### src/rtl/spi_regbank_bridge_if.sv
// spi_regbank_bridge_if: byte-level SPI link between the SPI byte engine and the register bridge
//   spi_cs_i    chip select, active-low, already synchronous
//   rx_valid_i  one-cycle pulse, rx_byte_i valid
//   rx_byte_i   byte received from the controller
//   tx_byte_o   byte returned on the next transfer
interface spi_regbank_bridge_if;
   logic       spi_cs_i;
   logic       rx_valid_i;
   logic [7:0] rx_byte_i;
   logic [7:0] tx_byte_o;
   modport master (output spi_cs_i, rx_valid_i, rx_byte_i, input tx_byte_o);
   modport slave (input spi_cs_i, rx_valid_i, rx_byte_i, output tx_byte_o);
endinterface

### src/rtl/spi_regbank_bridge.sv
// spi_regbank_bridge: decodes SPI instruction/address/data frames into a bank of control and status words
//   sys_clock_i, rst_i  clock and synchronous active-high reset
//   bus                 SPI byte link (chip select, rx byte pulse, tx byte)
//   rw_regs_o           writable words, word k at [k*DW +: DW]
//   ro_regs_i           read-only status words, same packing
//   wr_strobe_o         one-cycle pulse per written word
//   err_o               one-cycle pulse on a protocol error
module spi_regbank_bridge #(
   parameter int ADDR_BYTES = 3,
   parameter int DATA_BYTES = 4,
   parameter int NUM_RW     = 1,
   parameter int NUM_RO     = 3
) (
   input  logic                           sys_clock_i,
   input  logic                           rst_i,
   spi_regbank_bridge_if.slave            bus,
   output logic [NUM_RW*8*DATA_BYTES-1:0] rw_regs_o,
   input  logic [NUM_RO*8*DATA_BYTES-1:0] ro_regs_i,
   output logic [NUM_RW-1:0]              wr_strobe_o,
   output logic                           err_o
);
   localparam int AW = 8*ADDR_BYTES;
   localparam int DW = 8*DATA_BYTES;
   localparam int NW = NUM_RW + NUM_RO;
   localparam int CW = $clog2((ADDR_BYTES > DATA_BYTES ? ADDR_BYTES : DATA_BYTES) + 1);
   typedef enum logic [2:0] {IDLE, ADDR, WDATA, RDATA, IGNORE} state_t;
   state_t               state_q, state_d;
   logic                 cs_q, valid_q;
   logic [7:0]           byte_q;
   logic                 wr_q, wr_d, burst_q, burst_d;
   logic [CW-1:0]        cnt_q, cnt_d;
   logic [AW-1:0]        addr_q, addr_d, addr_sh, addr_inc, rd_addr;
   logic [DW-1:0]        wdata_q, wdata_d, shift_q, shift_d, word_sh, rd_word;
   logic [7:0]           tx_q, tx_d;
   logic [NUM_RW*DW-1:0] rw_q, rw_d;
   logic [NUM_RW-1:0]    stb_q, stb_d;
   logic                 err_q, err_d;
   logic [NW*DW-1:0]     all_words;
   assign all_words = {ro_regs_i, rw_q};
   assign addr_sh   = (addr_q << 8) | AW'(byte_q);
   assign addr_inc  = addr_q + AW'(1);
   assign word_sh   = (wdata_q << 8) | DW'(byte_q);
   // the word to snapshot is the freshly assembled address on entry, the next one during a burst
   assign rd_addr   = state_q == ADDR ? addr_sh : addr_inc;
   always_comb begin
      rd_word = '0;
      for (int k = 0; k < NW; k++)
         if (rd_addr == AW'(k)) rd_word = all_words[k*DW +: DW];
   end
   always_comb begin
      state_d = state_q;
      wr_d    = wr_q;
      burst_d = burst_q;
      cnt_d   = cnt_q;
      addr_d  = addr_q;
      wdata_d = wdata_q;
      shift_d = shift_q;
      tx_d    = tx_q;
      rw_d    = rw_q;
      stb_d   = '0;
      err_d   = 1'b0;
      if (cs_q) begin
         state_d = IDLE;
         tx_d    = '0;
         cnt_d   = '0;
         wdata_d = '0;
      end else if (valid_q) begin
         case (state_q)
            IDLE: begin
               // valid opcodes are 0x01/0x02 with optional burst bit 7
               if (byte_q[6:2] == 5'd0 && ^byte_q[1:0]) begin
                  state_d = ADDR;
                  wr_d    = byte_q[0];
                  burst_d = byte_q[7];
                  cnt_d   = '0;
                  addr_d  = '0;
               end else begin
                  state_d = IGNORE;
                  err_d   = 1'b1;
               end
            end
            ADDR: begin
               addr_d = addr_sh;
               cnt_d  = cnt_q + CW'(1);
               if (cnt_q == CW'(ADDR_BYTES-1)) begin
                  cnt_d = '0;
                  if (wr_q && addr_sh < AW'(NUM_RW)) state_d = WDATA;
                  else if (!wr_q && addr_sh < AW'(NW)) begin
                     state_d = RDATA;
                     tx_d    = rd_word[DW-1 -: 8];
                     shift_d = rd_word << 8;
                  end else begin
                     state_d = IGNORE;
                     err_d   = 1'b1;
                  end
               end
            end
            WDATA: begin
               wdata_d = word_sh;
               cnt_d   = cnt_q + CW'(1);
               if (cnt_q == CW'(DATA_BYTES-1)) begin
                  cnt_d = '0;
                  for (int k = 0; k < NUM_RW; k++)
                     if (addr_q == AW'(k)) begin
                        rw_d[k*DW +: DW] = word_sh;
                        stb_d[k]         = 1'b1;
                     end
                  if (!burst_q) state_d = IGNORE;
                  else begin
                     addr_d = addr_inc;
                     if (addr_inc >= AW'(NUM_RW)) begin
                        state_d = IGNORE;
                        err_d   = 1'b1;
                     end
                  end
               end
            end
            RDATA: begin
               cnt_d   = cnt_q + CW'(1);
               tx_d    = shift_q[DW-1 -: 8];
               shift_d = shift_q << 8;
               if (cnt_q == CW'(DATA_BYTES-1)) begin
                  cnt_d = '0;
                  tx_d  = '0;
                  if (!burst_q) state_d = IGNORE;
                  else begin
                     addr_d = addr_inc;
                     if (addr_inc < AW'(NW)) begin
                        tx_d    = rd_word[DW-1 -: 8];
                        shift_d = rd_word << 8;
                     end else begin
                        state_d = IGNORE;
                        err_d   = 1'b1;
                     end
                  end
               end
            end
            default: ;
         endcase
      end
   end
   // byte-link inputs are registered first so chip select and data are seen in the same cycle
   always_ff @(posedge sys_clock_i) begin
      if (rst_i) begin
         state_q <= IDLE;
         cs_q    <= 1'b1;
         valid_q <= 1'b0;
         byte_q  <= '0;
         wr_q    <= 1'b0;
         burst_q <= 1'b0;
         cnt_q   <= '0;
         addr_q  <= '0;
         wdata_q <= '0;
         shift_q <= '0;
         tx_q    <= '0;
         rw_q    <= '0;
         stb_q   <= '0;
         err_q   <= 1'b0;
      end else begin
         state_q <= state_d;
         cs_q    <= bus.spi_cs_i;
         valid_q <= bus.rx_valid_i;
         byte_q  <= bus.rx_byte_i;
         wr_q    <= wr_d;
         burst_q <= burst_d;
         cnt_q   <= cnt_d;
         addr_q  <= addr_d;
         wdata_q <= wdata_d;
         shift_q <= shift_d;
         tx_q    <= tx_d;
         rw_q    <= rw_d;
         stb_q   <= stb_d;
         err_q   <= err_d;
      end
   end
   assign bus.tx_byte_o = tx_q;
   assign rw_regs_o     = rw_q;
   assign wr_strobe_o   = stb_q;
   assign err_o         = err_q;
endmodule

### src/flat_wrapper.sv
// flat-port wrapper written by rule: the top's interface ports become plain ports
module spi_regbank_bridge_flat 
#(
   parameter int ADDR_BYTES = 3,
   parameter int DATA_BYTES = 4,
   parameter int NUM_RW     = 1,
   parameter int NUM_RO     = 3
)
  (sys_clock_i, rst_i, rw_regs_o, ro_regs_i, wr_strobe_o, err_o, bus_spi_cs_i, bus_rx_valid_i, bus_rx_byte_i, bus_tx_byte_o);
  spi_regbank_bridge_if bus_i ();
  input  logic sys_clock_i;
  input  logic rst_i;
  output logic [NUM_RW*8*DATA_BYTES-1:0] rw_regs_o;
  input  logic [NUM_RO*8*DATA_BYTES-1:0] ro_regs_i;
  output logic [NUM_RW-1:0] wr_strobe_o;
  output logic err_o;
  input wire logic [$bits(bus_i.spi_cs_i)-1:0] bus_spi_cs_i;
  input wire logic [$bits(bus_i.rx_valid_i)-1:0] bus_rx_valid_i;
  input wire logic [$bits(bus_i.rx_byte_i)-1:0] bus_rx_byte_i;
  output wire logic [$bits(bus_i.tx_byte_o)-1:0] bus_tx_byte_o;
  assign bus_i.spi_cs_i = bus_spi_cs_i;
  assign bus_i.rx_valid_i = bus_rx_valid_i;
  assign bus_i.rx_byte_i = bus_rx_byte_i;
  assign bus_tx_byte_o = bus_i.tx_byte_o;
  spi_regbank_bridge #(.ADDR_BYTES(ADDR_BYTES), .DATA_BYTES(DATA_BYTES), .NUM_RW(NUM_RW), .NUM_RO(NUM_RO)) u_core (.sys_clock_i(sys_clock_i), .rst_i(rst_i), .bus(bus_i), .rw_regs_o(rw_regs_o), .ro_regs_i(ro_regs_i), .wr_strobe_o(wr_strobe_o), .err_o(err_o));
endmodule
### config.mk
export PLATFORM = sky130hd
export DESIGN_NAME = spi_regbank_bridge_flat
export DESIGN_NICKNAME = d
export VERILOG_FILES = /design/src/rtl/spi_regbank_bridge_if.sv /design/src/rtl/spi_regbank_bridge.sv /design/src/flat_wrapper.sv
export SDC_FILE = /design/constraint.sdc
export NUM_CORES = 1
export LEC_CHECK = 0
export BUFFER_PORTS_ARGS = -buffer_cell sky130_fd_sc_hd__buf_4
export CAP_MARGIN = 20
export CORE_ASPECT_RATIO = 1.5
export CORE_MARGIN = 2
export CORE_UTILIZATION = 49
export CTS_CLUSTER_DIAMETER = 60
export DETAILED_ROUTE_END_ITERATION = 8
export GPL_ROUTABILITY_DRIVEN = 0
export GPL_TIMING_DRIVEN = 0
export PLACE_DENSITY = 0.73
export SLEW_MARGIN = 20
export SYNTH_ARGS = -nofsm -noshare
export SYNTH_HDL_FRONTEND = slang
export SYNTH_SLANG_ARGS = --single-unit
### constraint.sdc
create_clock -name sys_clock_i -period 3.85 [get_ports sys_clock_i]
set_input_delay 0 -clock sys_clock_i [delete_from_list [all_inputs] [get_ports sys_clock_i]]
set_output_delay 0 -clock sys_clock_i [all_outputs]
set_load 0.03 [all_outputs]
# Word-level counts from Yosys, hierarchy flattened
# Index checks and enable logic that the tools add are counted.
# word_totals
register_bits	140
latchBits	0
mem_bits_rw	0
mem_bits_ro	0
in_bits	108
output_inout_bits	42
elab_cells	118
n_memories	0
# op_classes
n_addsub	2
n_mul	0
n_div	0
magnitude_cmp	4
eq_ne	18
shift	0
n_mux	50
bitwise	6
n_reduce_logical	24
# ops
cell	n
$mux W32	10
$mux W24	4
$pmux W24 S3	1
$pmux W32 S2	1
$eq A24 B2 Y1 const B	2
$logic_not A24 Y1	2
$lt A24 B3 Y1 const B	2
$mux W8	6
$mux W3	13
$or A32 B8 Y32	1
$add A24 B1 Y24 const B	1
$eq A24 B1 Y1 const B	1
$ge A24 B1 Y1 const B	1
$lt A24 B1 Y1 const B	1
$or A24 B8 Y24	1
$pmux W8 S2	1
$eq A3 B2 Y1 const B	4
$pmux W3 S4	1
$reduce_and A6 Y1	2
$mux W1	11
$ne A2 B1 Y1 const B	5
$reduce_and A5 Y1	2
$pmux W3 S3	1
$reduce_and A7 Y1	1
20 further kinds	29

# Depth between registers and ports, before layout
# Gate-level depths: netlist (run 1).
# depth
ltp_word	11
depth_mapped	12
ltp_nobuf	10

# Least setup slack after synthesis (run 1)
# Ideal clock, no wire load.
# synth_path
kind	register to register
startpoint	register u_core.addr_q[1]
endpoint	register u_core.shift_q[14]
setup_ps	117
arrival_time_ps	2876
required_ps	3733
slack_ps	857
stages_incl_launch_ff	13
n_path_buf	2
synth_period_minus_slack_ps	2993
path_cell_list	dfxtp_1 -> ha_1 -> and3_1 -> buf_2 -> nand4_2 -> or4b_4 -> a211oi_1 -> nor4bb_1 -> a41o_1 -> nand2_2 -> buf_6 -> or2_0 -> a32o_1
# synth_via
elab_chain_cells	11
word_cells_on_any_way	26
classes_between	1 x add/sub; 3 x order compare; 5 x eq/ne; 12 x mux; 1 x bitwise; 4 x reduce/logical
# synth_rtl
item	line_no	text
from (decl)	spi_regbank_bridge.sv:32	logic [AW-1:0] addr_q, addr_d, addr_sh, addr_inc, rd_addr;
from (signal assigned)	spi_regbank_bridge.sv:167	addr_q <= addr_d;
$add A24 B1 Y24 or $or A24 B8 Y24 (tied branches)	spi_regbank_bridge.sv:41, spi_regbank_bridge.sv:40	
$mux W24	spi_regbank_bridge.sv:44	assign rd_addr = state_q == ADDR ? addr_sh : addr_inc;
$logic_not A24 Y1	spi_regbank_bridge.sv:48	if (rd_addr == AW'(k)) rd_word = all_words[k*DW +: DW];
$mux W32 (4 in series)	spi_regbank_bridge.sv:48	
$mux W32, on equally long branches	spi_regbank_bridge.sv:128, spi_regbank_bridge.sv:88	
$mux W32, on equally long branches	spi_regbank_bridge.sv:125, spi_regbank_bridge.sv:87	
$mux W32, on equally long branches	spi_regbank_bridge.sv:122, spi_regbank_bridge.sv:85	
$pmux W32 S2	spi_regbank_bridge.sv:68	case (state_q)
to (signal assigned)	spi_regbank_bridge.sv:169	shift_q <= shift_d;
to (decl)	spi_regbank_bridge.sv:33	logic [DW-1:0] wdata_q, wdata_d, shift_q, shift_d, word_sh, rd_word;
# Several ways; a longest one is shown, not always the timed one. The select of a mux whose other input is x is not followed.
# A chain may end at the register's enable or synchronous reset.

# Worst setup path in the final report (run 1)
# layout_path
startpoint	register u_core.addr_q[0]
endpoint	register u_core.shift_q[9]
# Same word-level chain as after synthesis.

==> results of run 1 <==
report_power, final:
group	internal (uW)	switching, uW	leakage [uW]
clock	932	719	0.000295
sequential	1370	11.3	0.00107
combinational	154	149	0.00254
placed cells by master (no fill, tap or decap), drive strengths merged, types with 21 or more instances in the layout:
master / Yosys / routed
o22a: 22 / 22
clkbuf: 52 / 69
a21oi: 43 / 43
nand2: 94 / 94
buf: 22 / 171
dlygate4sd3: 0 / 27
mux2i: 86 / 86
nor2: 125 / 125
nor3: 28 / 28
inv: 15 / 25
dfxtp: 132 / 132
o21ai: 21 / 21
per-layer routing:
metal,up-vias,GRT usage
li1,3531,-
met1,3504,0.3355
met2,468,0.5987
met3,136,0.06560
met4,0,0.2473
met5,-,0
registers in the layout (all words and copies together), names as in the netlist, 3 cells and up:
signal and flops:
u_core.bus.tx_byte_o 8, u_core.byte_q 8, u_core.rw_regs_o 32, u_core.cnt_q 3, u_core.state_q 3, u_core.wdata_q 24
u_core.addr_q 24, u_core.shift_q 24
cell families after synthesis:
logic type,count (synthesis),share of synthesized area
AOI/OAI and AO/OA,196,0.1928
xor gates and xnor gates,13,0.01600
adders and majority gates,8,0.01406
buffers and inverters,89,0.05502
DFF,132,0.3712
muxes,88,0.1241
and+or+nand+nor,340,0.2268
tightest hold or removal path: stages:
cell and delay (ns):
buf_4 0.11, nor2_1 0.10, o22a_1 0.14, o31ai_1 0.06
worst paths after layout:
check	to	cells past startpoint
setup / recovery	u_core.shift_q[9]	12
hold / removal	u_core.bus.tx_byte_o[3]	4
setup reg to reg	u_core.shift_q[9]	12
hold reg to reg	u_core.wdata_q[20]	2
per-stage QoR:
| stage | utilization | hold slack [ns] | area, um2 | setup WS (ns) |
|---|---|---|---|---|
| floorplan | - | 0.1038 | 7118 | 0.8570 |
| finish | 0.6510 | 0.02778 | 9369 | 0.1966 |
| detailed placement | 0.5897 | 0.1944 | 8487 | 0.1465 |
| CTS | 0.6503 | 0.01832 | 9359 | 0.06902 |
| global route | 0.6510 | 0.03382 | 9369 | 0.01156 |
| global placement | 0.5894 | 0.1950 | 8482 | 0.09939 |
what timing repair did:
action | 4_1_cts | 5_1_grt
gates resized for setup | 0 | 2
setup endpoints to repair | 0 | 19
hold endpoints to repair | 26 | 0
hold buffers | 27 | 0
layout make-up:
type	instances	area share
multi-input combinational	645	0.4375
clock buffer	17	0.04541
inverter	15	0.006010
clock inverter	15	0.01883
timing repair buffer	176	0.1482
sequential	132	0.2821
buffer	74	0.03579
tap	196	0.02618
==> reports/qor.csv, run 1 <==
stage,metric,value,unit
run_status,status,"complete, no violations",
timing,FMAX,273.7,MHz
critical_path,worst reg2reg startpoint,u_core.addr_q[0],
finish,area delta synth->final,31.62,%
synth,Post-synth EDFFs,0,
critical_path,crit path cell chain,clkbuf_2 -> and4_1 -> clkbuf_1 -> nand3_2 -> nor3_2 -> mux2i_1 -> and2_1 -> nor3_1 -> a21oi_2 -> clkbuf_1 -> o22ai_1 -> a32o_1,
route,Vias,7639,
critical_path,Critical Path Slowest Stage Cell,clkbuf_1,
clocking,TritonCTS buffer count,17,
power_and_ir_drop,Power per Cell Area,356.3,mW/mm2
critical_path,Critical Path Source,u_core.addr_q[0],
timing,slew margin rel.,0.3381,
synth,register area share after synthesis,0.3712,
die,Core Box Area,0.01439,mm2
die,die height,151.6,um
route,drt wl/cell,20.91,um
power_and_ir_drop,total power,3338,uW
timing,clk_skew,0.01191,ns
route,Via density,6.015,
die,# IOs,150,
synth,top-count cell post-synth,dfxtp_1,
timing,Worst-Margin Slew,0.9853,ns
finish,share of cells above drive strength 1,0.2095,
die,DIE AREA,0.01553,mm2
synth,Synth top area share,0.3712,
critical_path,CP Capture Type,flip-flop,
global_route,total grt overflow,0,
synth,synthesized area,0.007118,mm2
critical_path,startpoint types,flip-flop,
global_route,largest net degree at the start of global routing,17,
power_and_ir_drop,peak supply drop,0.3182,mV
synth,post-synthesis cell type with the largest combined area,dfxtp_1,
place,post-placement cell count,1211,
global_route,initial antenna violation count,0,
critical_path,Worst Path Buf+Inv,3,
clocking,H-tree Lvls,4,
power_and_ir_drop,Pleak,0.003900,uW
place,PortBufs,149,
die,row count,54,
route,drt pass-1 iters,7,
finish,FILL cells,1252,
synth,Synth async-reset ratio,0,
synth,synth cell count leaders,"132 x dfxtp_1, 124 x nor2_1, 93 x nand2_1",
finish,area of the multi-input gates,0.004099,mm2
route,Met1 Wirelength,9196,um
hold_path,Hold Startpoint,ro_regs_i[59],
route,"wirelength, routed",26550,um
clocking,CTS tree,done,
global_route,first-pass GRT wire length,39070,um
place,dpl hpwl,20060,um
critical_path,Worst Path Arrival,3.97,ns
synth,"FF+latch count, synth",132,
finish,n_diodes,0,
synth,Mapped Cells,866,
route,Final ANT Viol Nets,0,
route,max layer used,met4,
critical_path,"most used cell, CP",clkbuf_1,
clocking,setup bufs post-CTS,0,
critical_path,CP Class,reg2reg,
timing,Final setup viols,0,
synth,Synth Flop Type,dfxtp_1,
critical_path,CP top delay family,simple AND/OR/NAND/NOR gates,
synth,Avg Inst Size Synth,8.219,um2
clocking,clock-pin transition on the worst setup and hold timing paths,0.07,ns
route,1st-iter DRT viols,443,
clocking,Clock Sink Count,132,
timing,Slew Limit Fails,0,
timing,RSZ-0062 raised after global routing,false,
critical_path,largest stage delay on the critical path,0.43,ns
global_route,number of global-route vias before repair,7400,
route,Residual DRC,0,
critical_path,crit path max fanout,10,
flow_run,max cap viols,0,
clocking,Clock Path Buffers,2,
global_route,Global Route Usage Sum,0.3339,
hold_path,Hold Path Class,in2reg,
critical_path,r2r setup slk,0.20,ns
synth,number of distinct library cells after synthesis,64,
clocking,CTS root buf,clkbuf_16,
synth,YS warnings,0,
critical_path,"Req. time, crit path",4.16,ns
timing,Final Hold Vio Count,0,
timing,period utilization,0.9489,
synth,synth top area cells,"dfxtp_1 37%, mux2i_1 12%, nor2_1 6.5%",
timing,setup_tns,0,ns
finish,Layout Cells excl Fill,1270,
die,Die Span X,102.4,um
finish,sequential cell area,0.002643,mm2
finish,post-layout net count,1177,
timing,Tmin final,3.653,ns
synth,Synth Net Count,982,
route,met2 routed WL,13050,um
die,starting density of the core,0.4946,
route,wire length on met3,2172,um
clocking,latest clock arrival within the worst-skew pair,0.42,ns
(Power assumes the default switching activity.)
==> inputs of run 2 (changes only) <==
--- a/config.mk
+++ b/config.mk
@@ -7,14 +7,16 @@
 export LEC_CHECK = 0
 export BUFFER_PORTS_ARGS = -buffer_cell sky130_fd_sc_hd__buf_4
 export CAP_MARGIN = 20
+export CELL_PAD_IN_SITES_DETAIL_PLACEMENT = 0
+export CELL_PAD_IN_SITES_GLOBAL_PLACEMENT = 1
 export CORE_ASPECT_RATIO = 1.5
 export CORE_MARGIN = 2
-export CORE_UTILIZATION = 49
+export CORE_UTILIZATION = 41
 export CTS_CLUSTER_DIAMETER = 60
 export DETAILED_ROUTE_END_ITERATION = 8
 export GPL_ROUTABILITY_DRIVEN = 0
 export GPL_TIMING_DRIVEN = 0
-export PLACE_DENSITY = 0.73
+export PLACE_DENSITY_LB_ADDON = 0.1
 export SLEW_MARGIN = 20
 export SYNTH_ARGS = -nofsm -noshare
 export SYNTH_HDL_FRONTEND = slang
==> reports/qor.csv, run 2 (synthesis gave the netlist of run 1 again) <==
stage,metric,value,unit,change
die,DIE AREA,0.01845,mm2,+19%
timing,Tmin final,3.670,ns,+0.01663 ns
timing,Final Hold Vio Count,0,,unchanged
route,drt pass-1 iters,8,,+1
route,"wirelength, routed",27990,um,+5.4%
die,# IOs,150,,unchanged
critical_path,CP Capture Type,flip-flop,,
clocking,Clock Sink Count,132,,unchanged
clocking,H-tree Lvls,4,,unchanged
timing,slew margin rel.,0.3572,,+0.01910
place,dpl hpwl,21750,um,+8.4%
timing,FMAX,272.5,MHz,-0.45%
route,max layer used,met4,,
global_route,initial antenna violation count,0,,unchanged
route,met2 routed WL,14160,um,+8.5%
power_and_ir_drop,peak supply drop,0.2327,mV,-27%
critical_path,crit path max fanout,10,,unchanged
die,starting density of the core,0.4138,,-0.08077
clocking,latest clock arrival within the worst-skew pair,0.42,ns,about the same
place,PortBufs,149,,unchanged
die,Core Box Area,0.01720,mm2,+20%
power_and_ir_drop,Pleak,0.003895,uW,-0.13%
global_route,total grt overflow,0,,unchanged
clocking,Clock Path Buffers,2,,unchanged
finish,final core utilization,0.5448,,-0.1062
finish,most frequent cells in the layout,"154 x buf_4, 132 x dfxtp_1, 124 x nor2_1",,
finish,flip-flop count of the largest register after layout,32,,unchanged
run_status,status,"complete, no violations",,
critical_path,R2R depth,12,,unchanged
route,Residual DRC,0,,unchanged
die,die height,165.4,um,+9.1%
critical_path,startpoint types,flip-flop,,
timing,RSZ-0062 raised after global routing,false,,
clocking,clock-pin transition on the worst setup and hold timing paths,0.07,ns,about the same
hold_path,Hold Path Class,in2reg,,
critical_path,r2r setup slk,0.18,ns,-0.02 ns
timing,setup_tns,0,ns,unchanged
die,Die Span X,111.6,um,+9.0%
clocking,setup bufs post-CTS,0,,unchanged
timing,Final setup viols,0,,unchanged
die,row count,59,,+9.3%
global_route,largest net degree at the start of global routing,17,,unchanged
finish,share of cells above drive strength 1,0.2114,,+0.001862
clocking,TritonCTS buffer count,17,,unchanged
hold_path,hold path cells,4,,unchanged
route,wire length on met3,1634,um,-25%
finish,"commonest non-fill, non-tap cell in the layout",buf_4,,
route,Via density,5.706,,-5.1%
route,drt wl/cell,21.75,um,+4.0%
critical_path,"Req. time, crit path",4.14,ns,-0.02 ns
clocking,CTS tree,done,,
clocking,CTS root buf,clkbuf_16,,
timing,Worst-Margin Slew,0.9569,ns,-0.02843 ns
route,Final ANT Viol Nets,0,,unchanged
finish,area delta synth->final,31.64,%,about the same
finish,n_diodes,0,,unchanged
route,Vias,7343,,-3.9%
timing,period utilization,0.9532,,+0.004319
route,Met1 Wirelength,10510,um,+14%
critical_path,CP Class,reg2reg,,
power_and_ir_drop,total power,3296,uW,-1.3%
critical_path,Worst Path Arrival,3.96,ns,about the same
route,1st-iter DRT viols,426,,-3.8%
timing,Slew Limit Fails,0,,unchanged
global_route,first-pass GRT wire length,42230,um,+8.1%
global_route,number of global-route vias before repair,7272,,-1.7%
power_and_ir_drop,Power per Cell Area,351.7,mW/mm2,-1.3%
global_route,Global Route Usage Sum,0.3022,,-0.03177
flow_run,max cap viols,0,,unchanged
timing,clk_skew,0.01029,ns,-0.001623 ns
finish,post-layout net count,1177,,unchanged
==> run 2: changes by cell type in the layout (fill, tap and decap cells not counted), sizes merged <==
cell      before  now
inv           25   23
clkinv         3    5
clkinvlp       1    2
bufinv         1    0
==> run 2: final cells by class <==
class	count	area, um2
tap	213	266.5
timing repair buffer	176	1389
clock inverter	15	158.9
buffer	74	339.1
sequential	132	2643
clock buffer	17	425.4
multi-input combinational	645	4093
fill	1697	7830
inverter	15	56.30
==> run 2: worst paths after layout <==
kind	start	end
max	u_core.addr_q[1]	u_core.shift_q[25]
min	ro_regs_i[62]	u_core.bus.tx_byte_o[6]
max reg2reg	u_core.addr_q[1]	u_core.shift_q[25]
min reg2reg	u_core.wdata_q[16]	u_core.wdata_q[16]
==> run 2: stage by stage <==
step / cell area [um2] / instances / hold slack, ns / setup slack [ns]
2_1_floorplan: 7118 / 866 / 0.1038 / 0.8570
3_3_place_gp: 8503 / 1228 / 0.1900 / 0.06641
3_5_place_dp: 8508 / 1228 / 0.1919 / 0.06856
4_1_cts: 9363 / 1287 / 0.03883 / 0.03712
5_1_grt: 9370 / 1287 / 0.06348 / 0.009916
6_report: 9370 / 1287 / 0.04216 / 0.1800
==> run 2: timing repair <==
item	4_1_cts	5_1_grt
gates resized for setup	0	7
endpoints found under the setup margin	0	20
hold buffers	27	0
hold endpoints to repair	26	0
==> run 2: report_power, final <==
part	internal, uW	switching (uW)	leakage [uW]	total, uW
Combinational	155	155	0.00255	310
Clock	867	735	0.000281	1600
Sequential	1370	11.6	0.00107	1380
Total	2390	902	0.00390	3300
==> run 2: critical path, stage by stage, from the launching register on <==
cell and delay [ns]:
dfxtp_1 0.51, ha_1 0.32, and3_1 0.18, buf_2 0.17
nand2_1 0.12, or4_1 0.52, nand4_1 0.12, a211o_1 0.18
nor2_4 0.07, a31oi_1 0.47, clkbuf_1 0.44, o22a_1 0.31
o22ai_1 0.11
==> run 2: routing by layer <==
metal	track usage	vias up
met5	0	-
met4	0.1751	0
met3	0.04854	80
met2	0.5624	313
met1	0.3229	3419
li1	-	3531
